--- config.mk ---
export PLATFORM = sky130hd
export DESIGN_NAME = apb_gpio_slave
export DESIGN_NICKNAME = d
export VERILOG_FILES = /design/src/rtl/apb_gpio_pkg.sv /design/src/rtl/gpio_sync_edge.sv /design/src/rtl/apb_gpio_slave.sv
export SDC_FILE = /design/constraint.sdc
export NUM_CORES = 1
export LEC_CHECK = 0
export BUFFER_PORTS_ARGS = -buffer_cell sky130_fd_sc_hd__clkbuf_2
export CORE_ASPECT_RATIO = 1.75
export CORE_MARGIN = 1
export CORE_UTILIZATION = 40
export CTS_CLUSTER_DIAMETER = 150
export CTS_CLUSTER_SIZE = 30
export DETAILED_ROUTE_END_ITERATION = 12
export GPL_TIMING_DRIVEN = 0
export MAX_ROUTING_LAYER = met4
export PLACE_DENSITY = 0.77
export SLEW_MARGIN = 20
export SYNTH_ARGS = -nofsm -noshare
export SYNTH_HDL_FRONTEND = slang
export SYNTH_HIERARCHICAL = 1
export SYNTH_SLANG_ARGS = --single-unit
--- constraint.sdc ---
create_clock -name pclk -period 1.53 [get_ports pclk]
set_input_delay 0.306 -clock pclk [delete_from_list [all_inputs] [get_ports pclk]]
set_output_delay 0.306 -clock pclk [all_outputs]
set_load 0.005 [all_outputs]
--- src/rtl/apb_gpio_pkg.sv ---
// Shared definitions for the APB GPIO completer: register offsets and the transfer FSM encoding.
package apb_gpio_pkg;

    localparam logic [4:0] ADDR_DATA_OUT = 5'h00;
    localparam logic [4:0] ADDR_DIR      = 5'h04;
    localparam logic [4:0] ADDR_DATA_IN  = 5'h08;
    localparam logic [4:0] ADDR_IRQ_EN   = 5'h0C;
    localparam logic [4:0] ADDR_IRQ_STAT = 5'h10;

    typedef enum logic [1:0] {
        StIdle,
        StWait,
        StDone
    } apb_state_e;

endpackage

--- src/rtl/gpio_sync_edge.sv ---
// Two-flop pin synchronizer with an optional rising-edge detector (enabled by GPIO_IRQ_EN).
module gpio_sync_edge #(
    parameter int unsigned GPIO_WIDTH = 8
) (
    input  logic                  clk,
    input  logic                  reset,
    input  logic [GPIO_WIDTH-1:0] pins,
    output logic [GPIO_WIDTH-1:0] sync,
    output logic [GPIO_WIDTH-1:0] rise
);

    logic [GPIO_WIDTH-1:0] meta_q;
    logic [GPIO_WIDTH-1:0] sync_q;

    always_ff @(posedge clk) begin
        if (reset) begin
            meta_q <= '0;
            sync_q <= '0;
        end else begin
            meta_q <= pins;
            sync_q <= meta_q;
        end
    end

    assign sync = sync_q;

`ifdef GPIO_IRQ_EN
    logic [GPIO_WIDTH-1:0] prev_q;

    always_ff @(posedge clk) begin
        if (reset) begin
            prev_q <= '0;
        end else begin
            prev_q <= sync_q;
        end
    end

    assign rise = sync_q & ~prev_q;
`else
    assign rise = '0;
`endif

endmodule

--- src/rtl/apb_gpio_slave.sv ---
// APB3 GPIO completer with configurable wait states; the IRQ registers exist only when
// GPIO_IRQ_EN is defined.
module apb_gpio_slave
    import apb_gpio_pkg::*;
#(
    parameter int unsigned GPIO_WIDTH  = 8,
    parameter int unsigned WAIT_STATES = 1
) (
    input  logic                  pclk,
    input  logic                  Reset,
    input  logic                  psel,
    input  logic                  penable,
    input  logic                  pwrite,
    input  logic [4:0]            paddr,
    input  logic [31:0]           pwdata,
    output logic                  pready,
    output logic [31:0]           prdata,
    output logic                  pslverr,
    input  logic [GPIO_WIDTH-1:0] gpio_in,
    output logic [GPIO_WIDTH-1:0] gpio_out,
    output logic [GPIO_WIDTH-1:0] gpio_oe,
    output logic                  irq
);

    localparam logic [3:0] WaitLast = 4'(WAIT_STATES - 1);

    apb_state_e state_q, state_d;
    logic [3:0] wait_q, wait_d;

    logic                  access;
    logic                  commit;
    logic                  sel_out, sel_dir, sel_in;
    logic                  mapped, err;
    logic [31:0]           rdata;
    logic [GPIO_WIDTH-1:0] wdata;
    logic [GPIO_WIDTH-1:0] data_out_q, dir_q;
    logic [GPIO_WIDTH-1:0] sync, rise;
    logic [31:0]           prdata_q;
    logic                  pslverr_q;
    logic                  unused_bits;

    assign access = psel & penable;
    assign wdata  = pwdata[GPIO_WIDTH-1:0];
    // Registers and read data are updated on the edge that enters DONE, so they line up with pready.
    assign commit = (state_d == StDone) && (state_q != StDone);

    gpio_sync_edge #(
        .GPIO_WIDTH(GPIO_WIDTH)
    ) u_sync (
        .clk  (pclk),
        .reset(Reset),
        .pins (gpio_in),
        .sync (sync),
        .rise (rise)
    );

    always_ff @(posedge pclk) begin
        if (Reset) begin
            state_q <= StIdle;
            wait_q  <= '0;
        end else begin
            state_q <= state_d;
            wait_q  <= wait_d;
        end
    end

    always_comb begin
        state_d = state_q;
        wait_d  = wait_q;
        unique case (state_q)
            StIdle: begin
                if (access) begin
                    wait_d  = '0;
                    state_d = (WAIT_STATES == 0) ? StDone : StWait;
                end
            end
            StWait: begin
                if (!access) begin
                    state_d = StIdle;
                    wait_d  = '0;
                end else if (wait_q == WaitLast) begin
                    state_d = StDone;
                    wait_d  = '0;
                end else begin
                    wait_d = wait_q + 4'd1;
                end
            end
            StDone:  state_d = StIdle;
            default: state_d = StIdle;
        endcase
    end

    always_comb begin
        pready  = (state_q == StDone);
        prdata  = prdata_q;
        pslverr = pslverr_q;
    end

    assign sel_out = (paddr == ADDR_DATA_OUT);
    assign sel_dir = (paddr == ADDR_DIR);
    assign sel_in  = (paddr == ADDR_DATA_IN);

`ifdef GPIO_IRQ_EN
    logic                  sel_en, sel_stat;
    logic [GPIO_WIDTH-1:0] irq_en_q, irq_stat_q, irq_stat_d, w1c_mask;
    logic                  irq_q;

    assign sel_en   = (paddr == ADDR_IRQ_EN);
    assign sel_stat = (paddr == ADDR_IRQ_STAT);
    assign mapped   = sel_out | sel_dir | sel_in | sel_en | sel_stat;
    assign w1c_mask = (commit && pwrite && sel_stat) ? wdata : '0;
    // A new edge in the same cycle as a W1C keeps the bit set.
    assign irq_stat_d = (irq_stat_q & ~w1c_mask) | rise;

    always_ff @(posedge pclk) begin
        if (Reset) begin
            irq_en_q   <= '0;
            irq_stat_q <= '0;
            irq_q      <= 1'b0;
        end else begin
            if (commit && pwrite && sel_en) begin
                irq_en_q <= wdata;
            end
            irq_stat_q <= irq_stat_d;
            irq_q      <= |(irq_stat_q & irq_en_q);
        end
    end

    assign irq = irq_q;
`else
    assign mapped = sel_out | sel_dir | sel_in;
    assign irq    = 1'b0;
`endif

    assign err = !mapped || (pwrite && sel_in);

    always_comb begin
        rdata = '0;
        if (sel_out) rdata = 32'(data_out_q);
        if (sel_dir) rdata = 32'(dir_q);
        if (sel_in)  rdata = 32'(sync);
`ifdef GPIO_IRQ_EN
        if (sel_en)   rdata = 32'(irq_en_q);
        if (sel_stat) rdata = 32'(irq_stat_q);
`endif
    end

    always_ff @(posedge pclk) begin
        if (Reset) begin
            data_out_q <= '0;
            dir_q      <= '0;
            prdata_q   <= '0;
            pslverr_q  <= 1'b0;
        end else begin
            if (commit && pwrite && sel_out) begin
                data_out_q <= wdata;
            end
            if (commit && pwrite && sel_dir) begin
                dir_q <= wdata;
            end
            prdata_q  <= (commit && !pwrite && !err) ? rdata : '0;
            pslverr_q <= commit && err;
        end
    end

    assign gpio_out = data_out_q;
    assign gpio_oe  = dir_q;

    assign unused_bits = ^{pwdata, rise};

endmodule

==> flow_metrics.tcl <==
set metrics [dict create \
    critPathMaxStageDelay_ns 0.39 \
    clockBufferDepth 2 \
    rows 34 \
    gp_congestion 0.811 \
    hold_viol 0 \
    hpwl_mm 3.16 \
    cts_sinks 47 \
    boundaryPins 101 \
    vias 1632 \
    cts_root_buffer "clkbuf_8" \
    fin_nets 338 \
    setup_viol 0 \
    final_cell_mix "clkbuf_2, dfxtp_1, buf_4, nand2b_1, conb_1" \
    drtIter0Drc 37 \
    cp_max_fo 8 \
    hold_slack_ns 0.218 \
    netlist_instances 201 \
    antenna_left 0 \
    area_growth_pct 25.9 \
    dp_cells 330 \
    clk_latency_ns 0.29 \
    status "finished, violations left" \
    path_cells "inv_2 > ha_4 > nor3b_4 > and4_4 > mux2i_1" \
    violations "design-rule violations" \
    numCtsBuffers 5 \
    yosysWarnings 6 \
    start_util 0.421 \
    worst-setup-path-type "reg2reg" \
    drv_cap 0 \
    cp.required_ns 1.75 \
    ir_drop_mv 0.389 \
    drc 12 \
    fin_util 0.530 \
    fp.coreArea_mm2 0.00502 \
    crit_path_start_kind "flop" \
    routed_wl_mm 4.13 \
    arrival_ns 1.70 \
    diodes 0 \
    dr_wl_met3_um 204 \
    wl_per_cell_um 12.1 \
    highest_layer "met4" \
    cts_tree "yes" \
    dr.pass1.iters 8 \
    grt_pass1_vias 1580 \
    grt_max_degree 16 \
    die_h_um 98.2 \
    vias_per_cell 4.79 \
    track_usage 0.165 \
    synth.avg_cell_area_um2 10.5 \
    wl_met1_mm 1.57 \
    place_ws_ns -0.132 \
    path_clk_slew_ns 0.08 \
    gr-total-overflow 0 \
    crit_buf_inv 1 \
    antenna_found_initial 0 \
    syn_area_mm2 0.00211 \
    fin_cells 341 \
    min_period_over_period 0.966 \
    finalMaxSlewViolations 0 \
    cpLargestDelayFamily "simple AND/OR/NAND/NOR gates" \
    io_buffers 51 \
    ctsHtreeMaxLevel 2 \
    met2_wirelength_mm 2.25 \
    power_w 0.00218 \
    hp-class "in2reg" \
    skew_ns 0.00269 \
    die_width_um 56.9 \
    fmaxAchievable_mhz 676 \
    final_common_cell "clkbuf_2" \
    min_period_ns 1.48 \
    grt_pass1_wl_mm 6.93 \
    grt_setup_unrepaired "true" \
    setup_ws_ns 0.0515 \
    endpoint_kind "flop" \
    die_area_mm2 0.00559 \
    layout-drive-gt1-share 0.401 \
    cpMaxStageDelayCell "and4_4" \
    powerDensity_mw_per_mm2 821 \
    p_leak_nw 1.32 \
]
-- worst register-to-register path: stages (launching register included) --
cell and delay, ns:
dfxtp_2 0.33, inv_2 0.07, ha_4 0.13, nor3b_4 0.26, and4_4 0.39, mux2i_1 0.22
-- cell type report --
class                           count  area (um2)
Buffer                             34         241
Multi-Input combinational cell    141        1030
Fill cell                         477        2360
Timing Repair Buffer               55         285
Inverter                            2        7.51
Sequential cell                    47         943
Clock buffer                        5        68.8
Clock inverter                      3        18.8
Tap cell                           54        67.6
-- final timing paths --
path	end	cells after the start	slack (ns)	start
worst min register to register	u_sync/sync[6]	1	0.44	u_sync/meta_q[6]
worst min-delay path	u_sync/meta_q[6]	2	0.22	gpio_in[6]
worst max-delay path	gpio_out[2]	5	0.05	wait_q[0]
worst max register to register	gpio_out[2]	5	0.05	wait_q[0]
-- flip-flops by register name, indices dropped and copies added (netlist names) --
name and cells:
gpio_oe 8, gpio_out 8, prdata 8, u_sync/meta_q 8
u_sync/sync 8, wait_q 4, state_q 2, pslverr 1
-- power breakdown --
group,switching [W],internal (W)
Clock,0.000408,0.000322
Combinational,0.0000958,0.000110
Sequential,0.00000555,0.00124
-- routing by layer --
layer  vias to the layer above  global-route usage
li1                        808                   -
met3                        10              0.0331
met5                         -                   -
met1                       756               0.162
met4                         0              0.0863
met2                        58               0.297
-- metrics by stage --
stage,TNS (ns),cell area (um2)
6_report,0,2660
5_1_grt,-0.0426,2660
4_1_cts,0,2640
3_5_place_dp,-0.962,2530
3_3_place_gp,-0.615,2530
2_1_floorplan,0,2200
-- what timing repair did --
action                                  CTS  global route
resized for setup                         5             3
endpoints found under the setup margin   24            14
pin swaps                                 2             1
setup buffers                             3             1
endpoints found under the hold margin     0             0
hold buffers                              0             0
(Power assumes the default switching activity.)
